`src/rtl/mima_lsu.sv`:
```
// mima_lsu: single-outstanding load/store unit with byte-lane steering and load extension.
// Define MIMA_LSU_MISALIGN_EN to split misaligned accesses instead of raising exc=01.
module mima_lsu #(
    parameter int XLEN = 32
) (
    input  logic              i_clk,
    input  logic              i_rst_n,
    input  logic              i_req_valid,
    output logic              o_req_ready,
    input  logic              i_req_store,
    input  logic [2:0]        i_req_funct3,
    input  logic [XLEN-1:0]   i_req_addr,
    input  logic [XLEN-1:0]   i_req_wdata,
    input  logic [4:0]        i_req_rd,
    output logic              o_rsp_valid,
    input  logic              i_rsp_ready,
    output logic [XLEN-1:0]   o_rsp_data,
    output logic [4:0]        o_rsp_rd,
    output logic [1:0]        o_rsp_exc,
    output logic              o_mem_req_valid,
    input  logic              i_mem_req_ready,
    output logic              o_mem_we,
    output logic [XLEN-1:0]   o_mem_addr,
    output logic [XLEN-1:0]   o_mem_wdata,
    output logic [XLEN/8-1:0] o_mem_wstrb,
    input  logic              i_mem_rsp_valid,
    input  logic [XLEN-1:0]   i_mem_rsp_data,
    input  logic              i_mem_rsp_err
);
    localparam int NB   = XLEN / 8;
    localparam int OFFW = $clog2(NB);

`ifdef MIMA_LSU_MISALIGN_EN
    typedef enum logic [2:0] {IDLE, REQ, WAIT, REQ2, WAIT2, RESP} state_t;
`else
    typedef enum logic [2:0] {IDLE, REQ, WAIT, RESP} state_t;
`endif

    state_t          r_state, w_next;
    logic            r_store;
    logic [2:0]      r_funct3;
    logic [XLEN-1:0] r_addr, r_wdata;
    logic [4:0]      r_rd;
    logic            r_rspValid, r_memReqValid, r_memWe;
    logic [XLEN-1:0] r_rspData, r_memAddr, r_memWdata;
    logic [4:0]      r_rspRd;
    logic [1:0]      r_rspExc;
    logic [NB-1:0]   r_memWstrb;

    logic            w_store, w_illegal;
    logic [2:0]      w_funct3;
    logic [XLEN-1:0] w_addr, w_wdata, w_busAddr, w_busWdata, w_loadRaw, w_loadExt;
    logic [OFFW-1:0] w_off;
    logic [7:0]      w_lanes;
    logic [NB-1:0]   w_busStrb;

    // While idle the incoming request drives the decode; afterwards the latched copy does.
    always_comb begin
        w_store  = (r_state == IDLE) ? i_req_store  : r_store;
        w_funct3 = (r_state == IDLE) ? i_req_funct3 : r_funct3;
        w_addr   = (r_state == IDLE) ? i_req_addr   : r_addr;
        w_wdata  = (r_state == IDLE) ? i_req_wdata  : r_wdata;
        case (w_funct3[1:0])
            2'd0:    w_lanes = 8'h01;
            2'd1:    w_lanes = 8'h03;
            2'd2:    w_lanes = 8'h0F;
            default: w_lanes = 8'hFF;
        endcase
    end

    assign w_off      = w_addr[OFFW-1:0];
    assign w_illegal  = (w_store && w_funct3[2])
                     || (!w_store && w_funct3 == 3'b111)
                     || (XLEN == 32 && w_funct3[1:0] == 2'b11)
                     || (XLEN == 32 && !w_store && w_funct3 == 3'b110);
    assign w_busAddr  = {w_addr[XLEN-1:OFFW], {OFFW{1'b0}}};
    assign w_busWdata = w_wdata << {w_off, 3'b000};
    assign w_busStrb  = NB'(w_lanes << w_off);

`ifdef MIMA_LSU_MISALIGN_EN
    logic            w_cross;
    logic [XLEN-1:0] w_beat2Wdata;
    logic [NB-1:0]   w_beat2Strb;
    logic [XLEN-1:0] r_rdata1;

    // The second beat carries whatever lanes spilled past the first bus word.
    assign w_cross      = (int'(w_off) + (1 << int'(w_funct3[1:0]))) > NB;
    assign w_beat2Wdata = w_wdata >> (8 * (NB - int'(w_off)));
    assign w_beat2Strb  = NB'(w_lanes >> (NB - int'(w_off)));
`else
    logic            w_misaligned;
    assign w_misaligned = |(w_addr[2:0] & 3'((4'd1 << w_funct3[1:0]) - 4'd1));
`endif

    always_comb begin
        w_loadRaw = i_mem_rsp_data >> {r_addr[OFFW-1:0], 3'b000};
`ifdef MIMA_LSU_MISALIGN_EN
        if (r_state == WAIT2)
            w_loadRaw = (r_rdata1 >> {r_addr[OFFW-1:0], 3'b000})
                      | (i_mem_rsp_data << (8 * (NB - int'(r_addr[OFFW-1:0]))));
`endif
        case (r_funct3)
            3'b000:  w_loadExt = XLEN'(signed'(w_loadRaw[7:0]));
            3'b001:  w_loadExt = XLEN'(signed'(w_loadRaw[15:0]));
            3'b010:  w_loadExt = XLEN'(signed'(w_loadRaw[31:0]));
            3'b100:  w_loadExt = XLEN'(w_loadRaw[7:0]);
            3'b101:  w_loadExt = XLEN'(w_loadRaw[15:0]);
            3'b110:  w_loadExt = XLEN'(w_loadRaw[31:0]);
            default: w_loadExt = w_loadRaw;
        endcase
    end

    always_comb begin
        w_next = r_state;
        case (r_state)
            IDLE: begin
                if (i_req_valid) begin
                    if (w_illegal) w_next = RESP;
`ifndef MIMA_LSU_MISALIGN_EN
                    else if (w_misaligned) w_next = RESP;
`endif
                    else w_next = REQ;
                end
            end
            REQ:  if (i_mem_req_ready) w_next = WAIT;
            WAIT: begin
                if (i_mem_rsp_valid) begin
                    w_next = RESP;
`ifdef MIMA_LSU_MISALIGN_EN
                    if (!i_mem_rsp_err && w_cross) w_next = REQ2;
`endif
                end
            end
`ifdef MIMA_LSU_MISALIGN_EN
            REQ2:  if (i_mem_req_ready) w_next = WAIT2;
            WAIT2: if (i_mem_rsp_valid) w_next = RESP;
`endif
            RESP: if (i_rsp_ready) w_next = IDLE;
            default: w_next = IDLE;
        endcase
    end

    always_ff @(posedge i_clk or negedge i_rst_n) begin
        if (!i_rst_n) begin
            r_state       <= IDLE;
            r_store       <= 1'b0;
            r_funct3      <= '0;
            r_addr        <= '0;
            r_wdata       <= '0;
            r_rd          <= '0;
            r_rspValid    <= 1'b0;
            r_rspData     <= '0;
            r_rspRd       <= '0;
            r_rspExc      <= '0;
            r_memReqValid <= 1'b0;
            r_memWe       <= 1'b0;
            r_memAddr     <= '0;
            r_memWdata    <= '0;
            r_memWstrb    <= '0;
`ifdef MIMA_LSU_MISALIGN_EN
            r_rdata1      <= '0;
`endif
        end else begin
            r_state <= w_next;
            if (r_state == IDLE && i_req_valid) begin
                r_store  <= i_req_store;
                r_funct3 <= i_req_funct3;
                r_addr   <= i_req_addr;
                r_wdata  <= i_req_wdata;
                r_rd     <= i_req_rd;
            end
            if (r_memReqValid && i_mem_req_ready)
                r_memReqValid <= 1'b0;
            if (r_state == IDLE && w_next == REQ) begin
                r_memReqValid <= 1'b1;
                r_memWe       <= i_req_store;
                r_memAddr     <= w_busAddr;
                r_memWdata    <= i_req_store ? w_busWdata : '0;
                r_memWstrb    <= i_req_store ? w_busStrb : '0;
            end
`ifdef MIMA_LSU_MISALIGN_EN
            if (w_next == REQ2) begin
                r_rdata1      <= i_mem_rsp_data;
                r_memReqValid <= 1'b1;
                r_memAddr     <= r_memAddr + XLEN'(NB);
                r_memWdata    <= r_store ? w_beat2Wdata : '0;
                r_memWstrb    <= r_store ? w_beat2Strb : '0;
            end
`endif
            // Early exceptions come straight from IDLE; bus completions from a wait state.
            if (w_next == RESP && r_state != RESP) begin
                r_rspValid <= 1'b1;
                if (r_state == IDLE) begin
                    r_rspRd   <= i_req_rd;
                    r_rspExc  <= w_illegal ? 2'b10 : 2'b01;
                    r_rspData <= '0;
                end else begin
                    r_rspRd   <= r_rd;
                    r_rspExc  <= i_mem_rsp_err ? 2'b11 : 2'b00;
                    r_rspData <= (i_mem_rsp_err || r_store) ? '0 : w_loadExt;
                end
            end
            if (r_state == RESP && i_rsp_ready)
                r_rspValid <= 1'b0;
        end
    end

    assign o_req_ready     = (r_state == IDLE);
    assign o_rsp_valid     = r_rspValid;
    assign o_rsp_data      = r_rspData;
    assign o_rsp_rd        = r_rspRd;
    assign o_rsp_exc       = r_rspExc;
    assign o_mem_req_valid = r_memReqValid;
    assign o_mem_we        = r_memWe;
    assign o_mem_addr      = r_memAddr;
    assign o_mem_wdata     = r_memWdata;
    assign o_mem_wstrb     = r_memWstrb;

endmodule
```
`config.mk`:
```
export PLATFORM = sky130hd
export DESIGN_NAME = mima_lsu
export DESIGN_NICKNAME = d
export VERILOG_FILES = /design/src/rtl/mima_lsu.sv
export SDC_FILE = /design/constraint.sdc
export NUM_CORES = 1
export LEC_CHECK = 0
export BUFFER_PORTS_ARGS = -buffer_cell sky130_fd_sc_hd__buf_2
export CAP_MARGIN = 20
export CELL_PAD_IN_SITES_DETAIL_PLACEMENT = 1
export CELL_PAD_IN_SITES_GLOBAL_PLACEMENT = 2
export CORE_ASPECT_RATIO = 1.1
export CORE_MARGIN = 3
export CORE_UTILIZATION = 28
export DETAILED_ROUTE_END_ITERATION = 8
export HOLD_SLACK_MARGIN = 0.08
export PLACE_DENSITY = 0.78
export RECOVER_POWER = 100
export REMOVE_ABC_BUFFERS = 1
export SYNTH_ARGS = -nofsm -noshare
export SYNTH_HDL_FRONTEND = slang
export SYNTH_SLANG_ARGS = --single-unit
```
`constraint.sdc`:
```
create_clock -name i_clk -period 2.73 [get_ports i_clk]
set_input_delay 0.273 -clock i_clk [delete_from_list [all_inputs] [get_ports i_clk]]
set_output_delay 0.273 -clock i_clk [all_outputs]
set_load 0.01 [all_outputs]
```
# == Word level (Yosys, flattened, before mapping) ==
# Cells that the tools add are included.
# totals
regBits,184
in_bits,112
# op_classes
n_shift,4
n_eq_ne,14
reduce_logical,19
muxes,25
n_bitwise,1
addsub,1
# op_table
op,count
two-way mux 32 bit,5
case mux 32 bit (4 select lines),1
left shift 32 x 5 -> 32 bit,1
>> shifter 32 x 5 -> 32 bit,1
case mux 8 bit (3 select lines),1
two-way mux 3 bit,5
== test 3 bit (second input constant),4
case mux 3 bit (4 select lines),1
two-way mux 2 bit,5
== test 3 x 1 -> 1 bit (second input constant),3
== test 3 x 2 -> 1 bit (second input constant),3
logical AND 1 bit,8
left shift 8 x 2 -> 4 bit,1
logical NOT 3 bit,2
two-way mux 1 bit,5
two-way mux 5 bit,1
== test 2 bit (second input constant),2
logical OR 1 bit,4
two-way mux 4 bit,1
nonzero test 2 bit,2
bitwise AND 3 bit,1
!= test 3 x 2 -> 1 bit (second input constant),1
OR reduction 3 bit,1
left shift 1 x 2 -> 3 bit (first input constant),1
4 further kinds,4

# == Depth between registers and ports, before layout ==
# depth
depth_word,14
ltp_mapped,8

# == Worst setup path before layout ==
# OpenSTA, ideal clock, no wires.
# synth_path
path_kind,reg2reg
from,reg r_state[2]
to,"reg r_rspData[22], in the netlist o_rsp_data[22]"
path_slack_ns,0.529
path_stages_with_launch,6
required_ns,2.602
arrival_ns,2.074
setup_ns,0.128
path_cell_list,dfrtp_1 > nor3_2 > mux2_2 > a21oi_1 > buf_2 > mux2_1
# synth_via
elab_chain_len,12
# synth_rtl
item,line_no,source
"start, declared",39,"state_t r_state, w_next;"
"start signal, assigned",164,r_state <= w_next;
logical NOT 3 bit,--,
two-way mux 3 bit or two-way mux 1 bit (tied branches),"60, 59",
left shift 1 x 2 -> 3 bit (tied with other cells),92,assign w_misaligned = |(w_addr[2:0] & 3'((4'd1 << w_funct3[1:0]) - 4'd1));
subtractor 3 x 1 -> 3 bit or logical AND 1 bit (tied branches),"92, 73",
bitwise AND 3 bit or logical OR 1 bit (tied branches),"92, 73",
OR reduction 3 bit or logical OR 1 bit (tied branches),"92, 74",
two-way mux 2 bit or logical OR 1 bit (tied branches),"120, 75",
two-way mux 2 bit,118,if (w_illegal) w_next = RESP;
two-way mux 3 bit,117,if (i_req_valid) begin
case mux 3 bit (4 select lines),115,case (r_state)
== test 3 x 2 -> 1 bit,191,if (w_next == RESP && r_state != RESP) begin
logical AND 1 bit,191,
"end signal, assigned",200,r_rspData <= (i_mem_rsp_err || r_store) ? '0 : w_loadExt;
"end, declared",45,"logic [XLEN-1:0] r_rspData, r_memAddr, r_memWdata;"
# Several ways; a longest one is shown, not always the timed one.
# A chain may end at the register's enable or synchronous reset.

# == Final worst setup path ==
# layout_path
from,in i_req_funct3[2]
to,"reg r_rspData[15], in the netlist o_rsp_data[15]"
# layout_via
elab_chain_len,11
# layout_rtl
item,line_no,source
"start, declared",11,"input logic [2:0] i_req_funct3,"
two-way mux 3 bit *,60,w_funct3 = (r_state == IDLE) ? i_req_funct3 : r_funct3;
== test 3 bit,73,|| (!w_store && w_funct3 == 3'b111)
logical AND 1 bit,73,
logical OR 1 bit,73,
logical OR 1 bit,74,|| (XLEN == 32 && w_funct3[1:0] == 2'b11)
logical OR 1 bit *,75,|| (XLEN == 32 && !w_store && w_funct3 == 3'b110);
two-way mux 2 bit *,118,
two-way mux 3 bit *,117,
case mux 3 bit (4 select lines) *,115,
== test 3 x 2 -> 1 bit *,191,
logical AND 1 bit *,191,
# Every way passes the cells marked *; elsewhere a longest branch is shown, timed or not.

==> impl_metrics.yaml <==
floorplan:
  die_h_um: 159
  core_area_um2: 20700
  num_io_pins: 223
  dieArea_um2: 23000
  die_w_um: 145
  start_util_pct: 28.7
  num_rows: 55
timing:
  fin_crit_sh_pct: 86.7
  timing.final.hold_violations: 0
  drv_slew: 0
  setup_viol: 0
  fmax_ghz: 0.422
  skew_ps: 11.6
  maxSlewHeadroom_pct: 23.3
  tightest_slew_ps: 1150
  fin_crit_ps: 2370
  rsz0062_at_grt: "no"
logic_synthesis:
  ys.flop_type: "dfrtp_1"
  synth_edf_count: 0
  async_reset_ff_share_pct: 100
  avgSynthCellArea_um2: 9.74
  netlist_top_cells_area: "dfrtp_1 (51%), nand2_1 (11%), mux2_1 (8.0%)"
  ys_ff_latch: 122
  yosysWarnings: 0
  synth.distinct_cells: 44
  synth_common_cells: "nand2_1 (179), dfrtp_1 (122), mux2_1 (42), mux2i_1 (38)"
  synth_top_area_cell: "dfrtp_1"
  yosysMostFrequentCell: "nand2_1"
  synthCells: 610
  synth_top_area_share_pct: 51.4
  syn-cell-area_um2: 5940
  yosysSeqAreaShare_pct: 51.4
cells_and_area:
  nets: 968
  drive_gt1_share_pct: 20.5
  final_cells: 1155
  final_util_pct: 39.3
  final_cell_area_um2: 8140
  synthToLayoutAreaGrowth_pct: 37.1
placement:
  place_area_um2: 7360
  gp_congestion: 0.769
  portBuffers: 220
  place_inst: 1087
  dp_hpwl_um: 14200
min_path:
  hp-start: "i_req_rd[0]"
  hp-class: "in -> reg"
  hold_path_depth: 3
  worstHoldEndpoint: "r_rd[0]$_DFFE_PN0P_"
detailed_routing:
  wl_per_cell_um: 17.3
  drt_wl_total_um: 19900
  ant_nets: 0
  route.vias.total: 5392
  first_iter_violations: 163
  routed_via_density: 4.67
  dr.pass1.iters: 5
  drc: 0
global_routing:
  grt_max_degree: 70
  grt_pass1_vias: 5737
  grt_overflow: 0
  antenna_found_initial: 4
  grt_first_pass_wirelength_um: 32000
  grt_usage_pct: 17.6
worst_setup_path:
  r2r_cells: 8
  cp_top_family: "buffers and inverters"
  critical_path_required_ps: 3010
  crit_slowest_cell: "dlygate4sd3_1"
  cp.buffers_inverters: 3
  path_cells: "dlygate4sd3_1, buf_2, a21oi_1, a22o_1, mux2_1, a21oi_4, buf_12, mux2_1"
  crit_path_max_incr_delay_ps: 550
  crit_path_frequent_cell: "mux2_1"
  crit_path_end_kind: "flop"
  timing.critical_path.fanout_max: 35
  crit_path_start_kind: "primary input"
  crit_type: "in -> reg"
  reg2reg_from: "r_state[2]$_DFF_PN0_"
  r2r_end: "o_mem_wdata[1]$_DFFE_PN0P_"
  arrival_ps: 2650
  r2r_slack_ps: 370
power_and_ir_drop:
  power.density_nw_per_um2: 871
  leakagePower_nw: 3.98
  ir_drop_v: 0.000440
cts:
  numCtsBuffers: 17
  cts_sinks: 122
  clock_latency_ps: 410
  cts_tree: "built"
  cts_root_buffer: "clkbuf_16"
  clk_pin_slew_ps: 60
  cts-hold-fix-buffers: 35
  cts_max_path_buffers: 2
  htreeDepth: 4
  cts_repair_resize_count: 0
  post_cts_buffers: 0
run_status:
  run_status: "finished clean"
flow_run:
  drv_cap: 0
worst max-delay path by stage:
stage	from	to	slack (ps)	cells after the start
floorplan	r_addr[0]$_DFFE_PN0P_	o_rsp_data[0]$_DFFE_PN0P_	-1600	5
global placement	i_req_addr[0]	o_rsp_data[7]$_DFFE_PN0P_	520	7
detailed placement	r_addr[1]$_DFFE_PN0P_	o_rsp_data[15]$_DFFE_PN0P_	470	6
CTS	i_req_funct3[2]	o_rsp_data[15]$_DFFE_PN0P_	410	8
global route	r_state[2]$_DFF_PN0_	o_mem_wdata[24]$_DFFE_PN0P_	160	7
finish	i_req_funct3[2]	o_rsp_data[15]$_DFFE_PN0P_	360	8
flip-flops by register name, summed over array words and instances (netlist names), 2 cells and up:
name / count
r_addr: 2
r_funct3: 3
o_mem_wdata: 32
r_state: 3
o_mem_addr: 30
o_rsp_data: 32
o_mem_wstrb: 4
o_rsp_rd: 5
o_rsp_exc: 2
r_rd: 5
through the flow:
stage	power (mW)	TNS, ps	setup WS (ps)	hold slack (ps)
after floorplan	3.92	-91250	-1600	-22.6
after global placement	5.01	0	521	330
after detailed placement	5.07	0	471	325
after CTS	7.36	0	407	82.3
after global routing	7.62	0	163	97.3
final	7.09	0	362	92.5
layout make-up:
class | instances | area, um2
Fill cell | 2489 | 12600
Sequential cell | 122 | 3050
Multi-Input combinational cell | 437 | 2670
Timing Repair Buffer | 274 | 1480
Clock buffer | 18 | 439
Tap cell | 285 | 357
Clock inverter | 14 | 133
Inverter | 4 | 15.0
Antenna cell | 1 | 2.50
kinds of logic (layout without fill, tap and decap cells):
logic type	after synthesis	after routing	share of synthesized area (%)
simple gates	232	232	16.2
flops	122	122	51.4
compound gates	108	108	11.4
mux	93	93	16.8
buf+inv	53	310	4.02
other cells	1	4	0.0631
xor+xnor	1	1	0.147
worst min-delay path: cells and delay by family:
kind	cells	cell delay, ps
buf+inv	1	100
simple gates	2	100
routing by layer:
| layer | vias up | share of wire (%) | track usage, % |
|---|---|---|---|
| met4 | 6 | 0.63 | 3.56 |
| met2 | 182 | 47 | 28.0 |
| met1 | 2625 | 43 | 22.6 |
| met5 | - | 0.12 | 0 |
| met3 | 14 | 9.4 | 7.08 |
| li1 | 2565 | - | - |
power by group:
part | internal, mW | switching [mW]
registers | 2.38 | 0.333
logic | 0.864 | 1.31
clock network | 1.29 | 0.907
total | 4.54 | 2.55
placed cells by master, fill, tap and decap left out, types with 8 or more instances in the layout:
cell type,Yosys,routed
a211oi_1,15,15
a21oi_1,18,17
a22o_1,9,9
a22oi_1,8,8
and2_1,8,8
buf_2,5,110
buf_4,5,15
clkbuf_1,28,110
clkbuf_16,0,17
dfrtp_1,122,122
dlygate4sd3_1,0,35
mux2_1,42,43
mux2_2,13,12
mux2i_1,38,38
nand2_1,179,178
nor2_1,22,22
nor2b_1,10,10
o21ai_0,17,39
No activity file was read; power rests on OpenSTA's default activity.
